<file path="src/rtl/axis_pkg.sv">
// Shared helpers for the AXI-Stream decimators: sample extension and the
// output-width sanity check used at elaboration.
package axis_pkg;

  localparam int EXT_MAX_W = 64;

  function automatic logic [EXT_MAX_W-1:0] axis_extend(
    input logic [EXT_MAX_W-1:0] i_data,
    input int                   i_width,
    input logic                 i_signed
  );
    logic [EXT_MAX_W-1:0] w_res;
    logic [5:0]           w_msb;
    w_msb = 6'(i_width - 1);
    w_res = i_data;
    for (int k = 0; k < EXT_MAX_W; k++) begin
      if (i_signed && (k >= i_width) && i_data[w_msb]) w_res[k] = 1'b1;
    end
    return w_res;
  endfunction

  // Output must hold N full-scale samples without losing the top bits.
  function automatic bit axis_width_ok(input int i_m, input int i_s, input int i_c);
    return ((i_m - i_s - i_c) >= 0) && (i_m <= EXT_MAX_W);
  endfunction

endpackage

</file>
<file path="src/rtl/axis_accumulator_if.sv">
// AXI-Stream bundle; tlast exists only when AXIS_ACCUMULATOR_TLAST_EN is defined.
interface axis_accumulator_if #(parameter int DW = 16);
  logic [DW-1:0] tdata;
  logic          tvalid;
  logic          tready;
`ifdef AXIS_ACCUMULATOR_TLAST_EN
  logic          tlast;
`endif

  modport master (
    output tdata,
    output tvalid,
`ifdef AXIS_ACCUMULATOR_TLAST_EN
    output tlast,
`endif
    input  tready
  );

  modport slave (
    input  tdata,
    input  tvalid,
`ifdef AXIS_ACCUMULATOR_TLAST_EN
    input  tlast,
`endif
    output tready
  );
endinterface

</file>
<file path="src/rtl/axis_accumulator_hold.sv">
// Single-entry output holding register with ready/valid; a load may coincide
// with a drain so the stream keeps one beat per cycle.
module axis_accumulator_hold #(
  parameter int DW = 32
) (
  input  logic          aclk,
  input  logic          aresetn,
  input  logic          i_load,
  input  logic [DW-1:0] i_data,
`ifdef AXIS_ACCUMULATOR_TLAST_EN
  input  logic          i_last,
`endif
  output logic          o_blocked,
  axis_accumulator_if.master m_axis
);

  logic          r_valid;
  logic [DW-1:0] r_data;
`ifdef AXIS_ACCUMULATOR_TLAST_EN
  logic          r_last;
`endif

  always_ff @(posedge aclk or negedge aresetn) begin
    if (!aresetn) begin
      r_valid <= 1'b0;
      r_data  <= '0;
`ifdef AXIS_ACCUMULATOR_TLAST_EN
      r_last  <= 1'b0;
`endif
    end else if (i_load) begin
      r_valid <= 1'b1;
      r_data  <= i_data;
`ifdef AXIS_ACCUMULATOR_TLAST_EN
      r_last  <= i_last;
`endif
    end else if (m_axis.tready) begin
      r_valid <= 1'b0;
    end
  end

  assign m_axis.tvalid = r_valid;
  assign m_axis.tdata  = r_data;
`ifdef AXIS_ACCUMULATOR_TLAST_EN
  assign m_axis.tlast  = r_last;
`endif
  assign o_blocked     = r_valid && !m_axis.tready;

endmodule

</file>
<file path="src/rtl/axis_accumulator.sv">
// Sums N consecutive AXI-Stream samples into one wide output beat.
// Optional frame tagging on the output with AXIS_ACCUMULATOR_TLAST_EN.
//   state      | meaning
//   EMPTY_ACC  | holding register empty, accumulating
//   FULL_ACC   | holding register full, accumulating non-last beats
//   FULL_STALL | holding register full, last beat waiting for drain
// The state is implied by r_cnt and the holding register valid flag.
module axis_accumulator
  import axis_pkg::*;
#(
  parameter int    S_AXIS_TDATA_WIDTH = 16,
  parameter int    M_AXIS_TDATA_WIDTH = 32,
  parameter int    CNTR_WIDTH         = 16,
  parameter string AXIS_TDATA_SIGNED  = "TRUE"
) (
  input  logic                  aclk,
  input  logic                  aresetn,
  input  logic [CNTR_WIDTH-1:0] cfg_data,
`ifdef AXIS_ACCUMULATOR_TLAST_EN
  input  logic [15:0]           cfg_frame,
`endif
  axis_accumulator_if.slave     s_axis,
  axis_accumulator_if.master    m_axis
);

  localparam int  MW       = M_AXIS_TDATA_WIDTH;
  localparam bit  WIDTH_OK = axis_width_ok(M_AXIS_TDATA_WIDTH, S_AXIS_TDATA_WIDTH, CNTR_WIDTH);
  localparam logic IS_SIGNED = (AXIS_TDATA_SIGNED == "TRUE");

  if (!WIDTH_OK) begin : g_bad_width
    $error("axis_accumulator: M_AXIS_TDATA_WIDTH too small for S_AXIS_TDATA_WIDTH + CNTR_WIDTH");
  end

  logic                  r_rdy_en;
  logic [CNTR_WIDTH-1:0] r_cnt;
  logic [CNTR_WIDTH-1:0] r_n;
  logic [MW-1:0]         r_acc;

  logic [CNTR_WIDTH-1:0] w_n_cfg;
  logic [CNTR_WIDTH-1:0] w_n_cur;
  logic                  w_last;
  logic                  w_blocked;
  logic                  w_accept;
  logic                  w_load;
  logic [MW-1:0]         w_ext;
  logic [MW-1:0]         w_sum;

  // On the first beat of a sum the fresh cfg_data decides whether it is also the last.
  assign w_n_cfg  = (cfg_data == '0) ? CNTR_WIDTH'(1) : cfg_data;
  assign w_n_cur  = (r_cnt == '0) ? w_n_cfg : r_n;
  assign w_last   = (r_cnt == (w_n_cur - CNTR_WIDTH'(1)));

  assign s_axis.tready = r_rdy_en && (!w_blocked || !w_last);
  assign w_accept = s_axis.tvalid && s_axis.tready;
  assign w_load   = w_accept && w_last;

  assign w_ext = MW'(axis_extend(EXT_MAX_W'(s_axis.tdata), S_AXIS_TDATA_WIDTH, IS_SIGNED));
  assign w_sum = r_acc + w_ext;

  always_ff @(posedge aclk or negedge aresetn) begin
    if (!aresetn) begin
      r_rdy_en <= 1'b0;
      r_cnt    <= '0;
      r_n      <= CNTR_WIDTH'(1);
      r_acc    <= '0;
    end else begin
      r_rdy_en <= 1'b1;
      if (w_accept) begin
        if (r_cnt == '0) r_n <= w_n_cfg;
        if (w_last) begin
          r_cnt <= '0;
          r_acc <= '0;
        end else begin
          r_cnt <= r_cnt + CNTR_WIDTH'(1);
          r_acc <= w_sum;
        end
      end
    end
  end

`ifdef AXIS_ACCUMULATOR_TLAST_EN
  logic [15:0] r_frm_cnt;
  logic [15:0] r_frm_n;
  logic [15:0] w_frm_cfg;
  logic [15:0] w_frm_cur;
  logic        w_frm_last;

  // Sums are counted as they enter the holding register; order is preserved.
  assign w_frm_cfg  = (cfg_frame == '0) ? 16'd1 : cfg_frame;
  assign w_frm_cur  = (r_frm_cnt == '0) ? w_frm_cfg : r_frm_n;
  assign w_frm_last = (r_frm_cnt == (w_frm_cur - 16'd1));

  always_ff @(posedge aclk or negedge aresetn) begin
    if (!aresetn) begin
      r_frm_cnt <= '0;
      r_frm_n   <= 16'd1;
    end else if (w_load) begin
      if (r_frm_cnt == '0) r_frm_n <= w_frm_cfg;
      r_frm_cnt <= w_frm_last ? 16'd0 : (r_frm_cnt + 16'd1);
    end
  end
`endif

  axis_accumulator_hold #(.DW(MW)) u_hold (
    .aclk      (aclk),
    .aresetn   (aresetn),
    .i_load    (w_load),
    .i_data    (w_sum),
`ifdef AXIS_ACCUMULATOR_TLAST_EN
    .i_last    (w_frm_last),
`endif
    .o_blocked (w_blocked),
    .m_axis    (m_axis)
  );

endmodule

</file>
<file path="src/flat_wrapper.sv">
// flat-port wrapper written by rule: the top's interface ports become plain ports
module axis_accumulator_flat import axis_pkg::*;
#(
  parameter int    S_AXIS_TDATA_WIDTH = 16,
  parameter int    M_AXIS_TDATA_WIDTH = 32,
  parameter int    CNTR_WIDTH         = 16,
  parameter string AXIS_TDATA_SIGNED  = "    "
)
  (aclk, aresetn, cfg_data, s_axis_tdata, s_axis_tvalid, s_axis_tready, m_axis_tdata, m_axis_tvalid, m_axis_tready);
  axis_accumulator_if #(.DW(16)) s_axis_i ();
  axis_accumulator_if #(.DW(32)) m_axis_i ();
  input  logic aclk;
  input  logic aresetn;
  input  logic [CNTR_WIDTH-1:0] cfg_data;
  input wire logic [$bits(s_axis_i.tdata)-1:0] s_axis_tdata;
  input wire logic [$bits(s_axis_i.tvalid)-1:0] s_axis_tvalid;
  output wire logic [$bits(s_axis_i.tready)-1:0] s_axis_tready;
  output wire logic [$bits(m_axis_i.tdata)-1:0] m_axis_tdata;
  output wire logic [$bits(m_axis_i.tvalid)-1:0] m_axis_tvalid;
  input wire logic [$bits(m_axis_i.tready)-1:0] m_axis_tready;
  assign s_axis_i.tdata = s_axis_tdata;
  assign s_axis_i.tvalid = s_axis_tvalid;
  assign s_axis_tready = s_axis_i.tready;
  assign m_axis_tdata = m_axis_i.tdata;
  assign m_axis_tvalid = m_axis_i.tvalid;
  assign m_axis_i.tready = m_axis_tready;
  axis_accumulator #(.S_AXIS_TDATA_WIDTH(S_AXIS_TDATA_WIDTH), .M_AXIS_TDATA_WIDTH(M_AXIS_TDATA_WIDTH), .CNTR_WIDTH(CNTR_WIDTH), .AXIS_TDATA_SIGNED(AXIS_TDATA_SIGNED)) u_core (.aclk(aclk), .aresetn(aresetn), .cfg_data(cfg_data), .s_axis(s_axis_i), .m_axis(m_axis_i));
endmodule
</file>
<file path="config.mk">
export PLATFORM = sky130hd
export DESIGN_NAME = axis_accumulator_flat
export DESIGN_NICKNAME = d
export VERILOG_FILES = /design/src/rtl/axis_pkg.sv /design/src/rtl/axis_accumulator_if.sv /design/src/rtl/axis_accumulator_hold.sv /design/src/rtl/axis_accumulator.sv /design/src/flat_wrapper.sv
export SDC_FILE = /design/constraint.sdc
export NUM_CORES = 1
export LEC_CHECK = 0
export ABC_AREA = 1
export BUFFER_PORTS_ARGS = -buffer_cell sky130_fd_sc_hd__buf_4
export CAP_MARGIN = 10
export CORE_ASPECT_RATIO = 0.9
export CORE_MARGIN = 2
export CORE_UTILIZATION = 50
export DETAILED_ROUTE_END_ITERATION = 6
export MAX_ROUTING_LAYER = met4
export PLACE_DENSITY = 0.69
export SLEW_MARGIN = 20
export SYNTH_ARGS = -nofsm -noshare
export SYNTH_HDL_FRONTEND = slang
export SYNTH_SLANG_ARGS = --single-unit
</file>
<file path="constraint.sdc">
create_clock -name aclk -period 6.4 [get_ports aclk]
set_clock_uncertainty 0.05 [all_clocks]
set_input_delay 1.6 -clock aclk [delete_from_list [all_inputs] [get_ports aclk]]
set_output_delay 1.6 -clock aclk [all_outputs]
set_load 0.01 [all_outputs]
</file>
==> results.md, run 1 <==
- Status: finished, final reports clean
- DR vias: 6266
- Final setup viols: 0
- Flops & latches, synth: 98
- Post-synthesis instance area: 6870 um2
- Met3 usage: 0.0530
- CP Capture Type: primary output
- # IOs: 70
- # rows: 40
- Largest net degree at the start of global routing: 67
- Worst-margin pin slew: 0.830 ns
- Post-CTS sizing: 0
- Layout cell share with drive strength beyond 1: 0.141
- Sw frac: 0.463
- P_leak: 3.87 nW
- Drt first pass iters: 5
- Critical path type: primary input to primary output
- Inst Count DP: 1150
- Sequential power share: 0.293
- Post-route ant nets: 0
- Vias in the first global route: 5681
- Most frequent cell after synthesis: nand2_1
- Top-area cell type share of the netlist area: 0.354
- GRT busiest layer: met1
- Cells after synthesis: 953
- Dpl ws: 1.16 ns
- RSZ-0062 raised after global routing: false
- Final period util: 0.826
- Worst VDD drop: 0.221 mV
- Die span in x: 128 um
- Drt drc: 0
- RD Place Congestion: 0.908
- EDFF count, synth: 0
- Max_slew headroom: 0.447
- Async SR Flop Fraction: 1.00
- Total wire length: 16900 um
- Highest Clock Rate: 0.189 GHz
- Most instantiated cells after synthesis: nand2_1 (313), nor2_1 (106), dfrtp_1 (97)
- Grt ovf: 0
- Clk pin slew, worst setup/hold paths: 0.07 ns
- R2R cell count: 25
- Initial drt markers: 558
- Initial Util: 0.514
- Post-CTS Setup Bufs: 0
- Area contributors post-synth: dfrtp_1 (35%), nand2_1 (17%), nand4_1 (6.1%), xor2_1 (5.9%), nor2_1 (5.8%)
- Post-synthesis cell type count: 40
- Met2 usage: 0.349
- Hold WC Path Type: flip-flop to flip-flop
- Post-synthesis average cell area: 7.20 um2
- Dpl hpwl: 11300 um
- Diodes inserted: 0
- DR vias/cell: 5.37
- Top cell type by total area after synthesis: dfrtp_1
- Slew Limit Fails: 0
- Syn Nets: 1009
- Final hold violations: 0
- Die Y: 115 um
- Hold path depth: 2
- Pwr dens: 382 nW/um2
- Int Power: 1.56 mW
- Final Non-Filler Cells: 1166
- Worst Path Arrival: 3.63 ns
- Clk pwr share: 0.177
- Root Driver: clkbuf_16
- Warnings, synthesis: 0
- Die area: 14700 um2
- CTS Hold Bufs: 0
- I/O Buffers: 69
- Final worst slack: 1.12 ns
- Tmin final: 5.28 ns
- CTS tree: yes
- H-tree depth: 3
- Gate power share: 0.530
- Crit path max fanout: 4
- Required time worst endpoint: 4.75 ns
- Routed wire length per instance: 14.5 um
- GRT Overall Usage: 0.249
- Setup TNS: 0 ns
- Nets@finish: 1049
- Initial antenna violation count: 0
- Maximum root-to-sink buffer count: 2
- Max-cap violations: 0
- Dominant synthesized flop cell: dfrtp_1
- Tot Pwr: 2.91 mW
- Switch Pwr: 1.35 mW
- CTS Buf Count: 9
- Clock latency on the worst-skew pair: 0.36 ns
- Post-synthesis sequential area ratio: 0.357
- Core Area: 13400 um2
- Setup crit start kind: primary input
- # clock sinks: 98
- Layout Area Growth over Synthesis: 10.8%
- Grt met1 use: 0.372
- First-pass GRT wire length: 28700 um
-- metal layers --
metal | share of wire | wire (um)
met4 | 0.0072 | 121
met5 | 0 | 0
met2 | 0.42 | 7010
met1 | 0.51 | 8680
met3 | 0.062 | 1050
-- cells by family after synthesis --
kind of cell	after synthesis	share of synthesized area
AOI/OAI and AO/OA	76	0.0711
DFF	98	0.357
adders and majority gates	20	0.0375
xor gates and xnor gates	59	0.0753
buffers and inverters	122	0.0880
and+or+nand+nor	577	0.370
other	1	0.000546
-- flip-flops by register name, summed over array words and instances (netlist names) --
signal / flops
u_core.r_n: 16
u_core.u_hold.m_axis.tdata: 32
u_core.r_cnt: 16
u_core.r_rdy_en: 1
u_core.u_hold.m_axis.tvalid: 1
u_core.r_acc: 32
-- cells in the final DEF (no fill, tap or decap), drive strengths merged, types with 4 or more instances in the layout --
cell type	netlist	routed
nor2	116	116
inv	73	73
nor3	16	16
clkbuf	12	10
nor4	8	8
nand3	42	42
xnor2	13	13
ha	19	19
a21oi	19	19
o21ai	47	47
clkinv	2	7
nand4	68	68
nand2	322	322
o21bai	4	4
xor2	46	46
buf	35	76
dfrtp	97	97
-- final cells by class --
type,instances,area (um2)
clock buffer,10,229
clock inverter,6,43.8
fill,1321,5760
inverter,75,282
multi-input combinational,733,3820
sequential,98,2450
tap,168,210
timing repair buffer,76,571
-- worst paths after layout --
check / start / endpoint / slack [ns]
setup / recovery: cfg_data[9] / s_axis_tready / 1.12
hold / removal: u_core.r_n[15] / u_core.r_n[15] / 0.43
setup reg to reg: u_core.r_cnt[0] / u_core.r_acc[15] / 1.60
hold reg to reg: u_core.r_n[15] / u_core.r_n[15] / 0.43
max in group asynchronous: aresetn / u_core.u_hold.m_axis.tdata[11] / 4.05
min in group asynchronous: aresetn / u_core.u_hold.m_axis.tdata[20] / 1.28
-- critical path, stage by stage --
cell	delay (ns)
buf_4	0.09
nor2_1	0.04
nand2_1	0.06
nor2_1	0.04
nand2_1	0.07
nand3_1	0.07
nand2_1	0.15
ha_1	0.23
nand3_2	0.15
nor2_1	0.26
nand2_1	0.09
nand2_1	0.06
nand2_1	0.05
inv_2	0.04
nand2_1	0.03
nor2_1	0.10
nand2_1	0.10
nor2_4	0.12
nand2_2	0.06
nand2_1	0.06
inv_1	0.04
buf_4	0.13
-- per-stage QoR --
step	util	area [um2]	hold slack, ns
finish	0.569	7610	0.425
global route	0.569	7610	0.448
CTS	0.569	7610	0.427
detailed placement	0.549	7330	0.409
global placement	0.549	7330	0.404
floorplan	-	6870	0.392
-- power groups by stage --
| stage | logic [mW] | registers (mW) | clock network (mW) |
|---|---|---|---|
| detailed placement | 1.52 | 0.860 | 0 |
| global placement | 1.52 | 0.859 | 0 |
| CTS | 1.53 | 0.850 | 0.530 |
| finish | 1.54 | 0.852 | 0.516 |
| floorplan | 1.20 | 0.842 | 0 |
| global route | 1.75 | 0.871 | 0.554 |
No activity file was read; power rests on OpenSTA's default activity.
==> run 2: changes to the inputs <==
- clock period: 6.4 -> 4.9 ns (I/O delays scaled with it)
==> results.md, run 2 (synthesis results as in run 1) <==
- Final period util: 0.931
- Nets@finish: 1055 (was 1049)
- Post-route ant nets: 0 (unchanged)
- CTS tree: yes (unchanged)
- Pwr dens: 521 nW/um2 (was 382 nW/um2)
- # clock sinks: 98 (unchanged)
- Die Y: 115 um (unchanged)
- CTS Hold Bufs: 0 (unchanged)
- I/O Buffers: 69 (unchanged)
- Hold WC Path Type: flip-flop to flip-flop (unchanged)
- Drt drc: 0 (unchanged)
- Slew Limit Fails: 0 (unchanged)
- RD Place Congestion: 0.923 (was 0.908)
- Maximum root-to-sink buffer count: 2 (unchanged)
- Highest Clock Rate: 0.219 GHz
- Commonest non-fill, non-tap cell in the layout: nand2_1 (unchanged)
- GRT Overall Usage: 0.254 (was 0.249)
- Area of the multi-input gates: 3820 um2 (about the same)
- Final hold violations: 0 (unchanged)
- Final Non-Filler Cells: 1172 (was 1166)
- Die span in x: 128 um (unchanged)
- Status: finished, final reports clean (unchanged)
- Die area: 14700 um2 (unchanged)
- Layout cell share with drive strength beyond 1: 0.148 (was 0.141)
- Crit path max fanout: 13 (was 4)
- Worst-margin pin slew: 0.833 ns (was 0.830 ns)
- Drt first pass iters: 5 (unchanged)
- P_leak: 3.94 nW (was 3.87 nW)
- Commonest non-fill, non-tap cells in the layout: nand2_1 (313), nor2_1 (105), dfrtp_1 (96) (was nand2_1 (313), nor2_1 (106), dfrtp_1 (96))
- Worst Path Arrival: 3.29 ns (was 3.63 ns)
- FILL cells: 1279 (was 1321)
- CTS Buf Count: 9 (unchanged)
- Initial drt markers: 422 (was 558)
- Core Area: 13400 um2 (unchanged)
- Layout Area Growth over Synthesis: 12.8% (was 10.8%)
- Initial Util: 0.514 (unchanged)
- H-tree depth: 3 (unchanged)
- Diodes inserted: 0 (unchanged)
- DR vias/cell: 5.35 (was 5.37)
- Crit-path max cell delay: 0.48 ns (was 0.26 ns)
- Tmin final: 4.56 ns
- # rows: 40 (unchanged)
- Routed wire length per instance: 14.5 um (about the same)
- Setup crit start kind: flip-flop (was primary input)
- Vias in the first global route: 5831 (was 5681)
- CP max stage cell: dfrtp_1 (was nor2_1)
- Inst Count DP: 1152 (was 1150)
- Final setup viols: 0 (unchanged)
- Crit path cell chain: inv_2 > ha_1 > nand2_1 > nor2_2 > buf_4 > nand3_1 > nand2_1 > inv_1 > ha_1 > xor2_1 > nand3_1 > nor3_1 > nand3_1 > nor2_4 > nand2_2 > nand2_1 > inv_1 > buf_4 (was buf_4 > nor2_1 > nand2_1 > nor2_1 > nand2_1 > nand3_1 > nand2_1 > ha_1 > nand3_2 > nor2_1 > nand2_1 > nand2_1 > nand2_1 > inv_2 > nand2_1 > nor2_1 > nand2_1 > nor2_4 > nand2_2 > nand2_1 > inv_1 > buf_4)
- Dpl hpwl: 11500 um (was 11300 um)
- Root Driver: clkbuf_16 (unchanged)
- CP Capture Type: primary output (unchanged)
- Max_slew headroom: 0.445 (was 0.447)
- RSZ-0062 raised after global routing: false (unchanged)
- Max-cap violations: 0 (unchanged)
- Grt ovf: 0 (unchanged)
- DR vias: 6269 (was 6266)
- First-pass GRT wire length: 29100 um (was 28700 um)
- Initial antenna violation count: 0 (unchanged)
- Total wire length: 17000 um (was 16900 um)
- Clock latency on the worst-skew pair: 0.36 ns (about the same)
- Sequential cell area: 2450 um2 (unchanged)
- Critical path type: flip-flop to primary output (was primary input to primary output)
- Largest net degree at the start of global routing: 67 (unchanged)
- Required time worst endpoint: 3.62 ns (was 4.75 ns)
- Clk pin slew, worst setup/hold paths: 0.07 ns (about the same)
- Setup TNS: 0 ns (unchanged)
- # IOs: 70 (unchanged)
- Worst VDD drop: 0.377 mV (was 0.221 mV)
-- run 2: power by group --
part / total [mW] / leakage [nW] / switching, mW / internal, mW
Combinational: 2.03 / 2.45 / 1.30 / 0.726
Clock: 0.888 / 0.177 / 0.334 / 0.554
Sequential: 1.12 / 1.31 / 0.131 / 0.985
Total: 4.03 / 3.94 / 1.77 / 2.27
-- run 2: layout make-up --
class / count / share of cell area
clock inverters: 6 / 0.0178
well taps: 168 / 0.0271
clock buffers: 10 / 0.0296
multi-input cells: 733 / 0.493
inverters: 75 / 0.0363
flip-flops and latches: 98 / 0.317
repair buffers: 82 / 0.0795
-- run 2: worst max-delay path: cells and delay by family (launching register included) --
kind / cells / cell delay, ns
and+or+nand+nor: 10 / 1.21
buffers and inverters: 5 / 0.63
DFF: 1 / 0.48
adders and majority gates: 2 / 0.48
xor gates and xnor gates: 1 / 0.14
-- run 2: worst paths after layout --
kind | depth (start not counted) | start | slack (ns) | to
worst min register to register | 2 | u_core.r_n[13] | 0.43 | u_core.r_n[13]
min in group asynchronous | 1 | aresetn | 0.91 | u_core.u_hold.m_axis.tdata[20]
worst max-delay path | 18 | u_core.r_cnt[0] | 0.34 | s_axis_tready
max in group asynchronous | 2 | aresetn | 3.06 | u_core.r_cnt[11]
worst max register to register | 19 | u_core.r_cnt[0] | 0.79 | u_core.u_hold.m_axis.tdata[3]
worst min-delay path | 2 | u_core.r_n[13] | 0.43 | u_core.r_n[13]
-- run 2: through the flow --
stage	instance area, um2	power, mW	hold slack, ns	utilization	setup WS [ns]
floorplan	6870	2.67	0.392	-	0.492
global placement	7350	3.08	0.407	0.550	0.436
detailed placement	7350	3.10	0.409	0.550	0.422
CTS	7710	4.01	0.426	0.577	0.243
global route	7750	4.39	0.445	0.580	0.0207
finish	7750	4.03	0.426	0.580	0.336
-- run 2: what timing repair did --
action | 4_1_cts | 5_1_grt
endpoints found under the setup margin | 0 | 1
buffers inserted | 0 | 4
resized for setup | 0 | 2
-- run 2: metal layers --
layer  share of wire  vias to the layer above  global-route usage  routed length (um)
li1                -                     3166                   -                   -
met1            0.50                     2936               0.369                8510
met2            0.43                      159               0.361                7350
met3           0.060                        8              0.0628                1020
met4          0.0058                        0              0.0469                  99
met5               0                        -                   -                   0
==> run 3: changes to the inputs <==
- CORE_UTILIZATION: 50 -> 40
- PLACE_DENSITY: 0.69 -> unset
==> results.md, run 3 (synthesis results as in run 1) <==
- Status: finished, final reports clean (unchanged)
- Required time worst endpoint: 3.62 ns (about the same)
- Max-cap violations: 0 (unchanged)
- # rows: 45 (was 40)
- Grt ovf: 0 (unchanged)
- Worst-margin pin slew: 0.807 ns (was 0.833 ns)
- H-tree depth: 3 (unchanged)
- Dpl hpwl: 12000 um (was 11500 um)
- Layout Area Growth over Synthesis: 13.0% (was 12.8%)
- Initial antenna violation count: 0 (unchanged)
- Final setup viols: 0 (unchanged)
- Area of the multi-input gates: 3820 um2 (unchanged)
- Max_slew headroom: 0.462 (was 0.445)
- RSZ-0062 raised after global routing: false (unchanged)
- Die span in x: 142 um (was 128 um)
- Final period util: 0.927 (was 0.931)
- Pwr dens: 507 nW/um2 (was 521 nW/um2)
- Largest net degree at the start of global routing: 67 (unchanged)
- Initial drt markers: 508 (was 422)
- CTS Buf Count: 9 (unchanged)
- Dpl ws: 0.404 ns (was 0.422 ns)
- Commonest non-fill, non-tap cells in the layout: nand2_1 (313), nor2_1 (105), dfrtp_1 (95) (was nand2_1 (313), nor2_1 (105), dfrtp_1 (96))
- Routed wire length per instance: 14.7 um (was 14.5 um)
- DR vias: 6239 (was 6269)
- Finished Cell Area: 7760 um2 (was 7750 um2)
- Sequential cell area: 2460 um2 (was 2450 um2)
- Crit path max fanout: 6 (was 13)
- Clk pin slew, worst setup/hold paths: 0.07 ns (about the same)
- GRT Overall Usage: 0.211 (was 0.254)
- CTS tree: yes (unchanged)
- RD Place Congestion: 0.889 (was 0.923)
- CP Capture Type: primary output (unchanged)
- DR vias/cell: 5.13 (was 5.35)
- Final hold violations: 0 (unchanged)
- CTS Hold Bufs: 0 (unchanged)
- Tmin final: 4.54 ns (was 4.56 ns)
- Die Y: 128 um (was 115 um)
- Worst reg2reg setup slack: 0.81 ns (was 0.79 ns)
- Tot Pwr: 3.94 mW (was 4.03 mW)
- Root Driver: clkbuf_16 (unchanged)
- Total wire length: 17900 um (was 17000 um)
- Maximum root-to-sink buffer count: 2 (unchanged)
- Setup crit start kind: flip-flop (unchanged)
- Drt drc: 0 (unchanged)
- DP Area: 7410 um2 (was 7350 um2)
- Final worst slack: 0.358 ns (was 0.336 ns)
- Critical path type: flip-flop to primary output (unchanged)
- FILL cells: 1741 (was 1279)
- # clock sinks: 98 (unchanged)
- Post-route ant nets: 0 (unchanged)
- Setup TNS: 0 ns (unchanged)
- Drt first pass iters: 5 (unchanged)
- Hold slack final: 0.421 ns (was 0.426 ns)
- Core Area: 16800 um2 (was 13400 um2)
- Die area: 18200 um2 (was 14700 um2)
- Clock latency on the worst-skew pair: 0.36 ns (about the same)
- P_leak: 3.91 nW (was 3.94 nW)
- Hold WC Path Type: flip-flop to flip-flop (unchanged)
- Highest Clock Rate: 0.220 GHz (was 0.219 GHz)
- Layout cell share with drive strength beyond 1: 0.147 (was 0.148)
- Nets@finish: 1055 (unchanged)
- Initial Util: 0.408 (was 0.514)
- Diodes inserted: 0 (unchanged)
- Commonest non-fill, non-tap cell in the layout: nand2_1 (unchanged)
- First-pass GRT wire length: 30000 um (was 29100 um)
- Slew Limit Fails: 0 (unchanged)
- Vias in the first global route: 5857 (was 5831)
- I/O Buffers: 69 (unchanged)
- # IOs: 70 (unchanged)
- Worst Path Arrival: 3.27 ns (was 3.29 ns)
- Worst VDD drop: 0.190 mV (was 0.377 mV)
==> run 3: cell count changes in the layout (fill, tap and decap cells not counted) <==
cell	delta
buf_4	-1
bufinv_16	-2
clkinv_4	-1
clkinvlp_4	+1
clkbuf_1	+2
buf_12	+1
dfrtp_2	+1
dfrtp_1	-1
==> run 3: stage by stage <==
step / util / cells
global route: 0.461 / 1215
detailed placement: 0.440 / 1194
CTS: 0.459 / 1210
finish: 0.461 / 1215
global placement: 0.440 / 1194
floorplan: - / 953
==> run 3: routing by layer <==
layer | GRT usage | part of all wire
met1 | 0.309 | 0.52
met4 | 0.0359 | 0.0078
met3 | 0.0426 | 0.042
met2 | 0.307 | 0.43
met5 | - | 0
==> run 3: worst max-delay path, cell delays in order, from the launching register on <==
cell	delay [ns]
dfrtp_2	0.47
inv_2	0.13
ha_1	0.19
nand2_1	0.06
nor2_1	0.12
nand2_1	0.08
nor2_1	0.18
nand3_1	0.09
nand2_1	0.14
ha_1	0.22
nand3_2	0.15
nor2_4	0.20
xor2_1	0.16
nand2_1	0.06
nor2_1	0.12
nand2_1	0.10
nor2_4	0.11
nand2_2	0.06
nand2_1	0.06
inv_1	0.05
buf_4	0.13
==> run 3: path summary, 6_finish.rpt <==
| kind | end | cells after the start | from |
|---|---|---|---|
| max reg2reg | u_core.u_hold.m_axis.tdata[1] | 21 | u_core.r_cnt[0] |
| min in group asynchronous | u_core.u_hold.m_axis.tdata[18] | 1 | aresetn |
| max | s_axis_tready | 20 | u_core.r_cnt[0] |
| min | u_core.r_n[15] | 2 | u_core.r_n[15] |
| max in group asynchronous | u_core.r_acc[2] | 2 | aresetn |
| min reg2reg | u_core.r_n[15] | 2 | u_core.r_n[15] |
==> run 3: area by class of cell <==
type | count | area share
Multi-Input combinational cell | 733 | 0.492
Inverter | 75 | 0.0363
Sequential cell | 98 | 0.316
Clock inverter | 4 | 0.00983
Timing Repair Buffer | 82 | 0.0809
Tap cell | 211 | 0.0340
Clock buffer | 12 | 0.0305
==> run 3: what timing repair did <==
action,4_1_cts,5_1_grt
setup buffers,0,5
gates resized for setup,0,3
endpoints found under the setup margin,0,1
==> run 3: power by group <==
part,switching [mW],internal [mW],leakage (nW)
sequential,0.133,0.985,1.31
clock,0.330,0.451,0.147
combinational,1.31,0.733,2.45
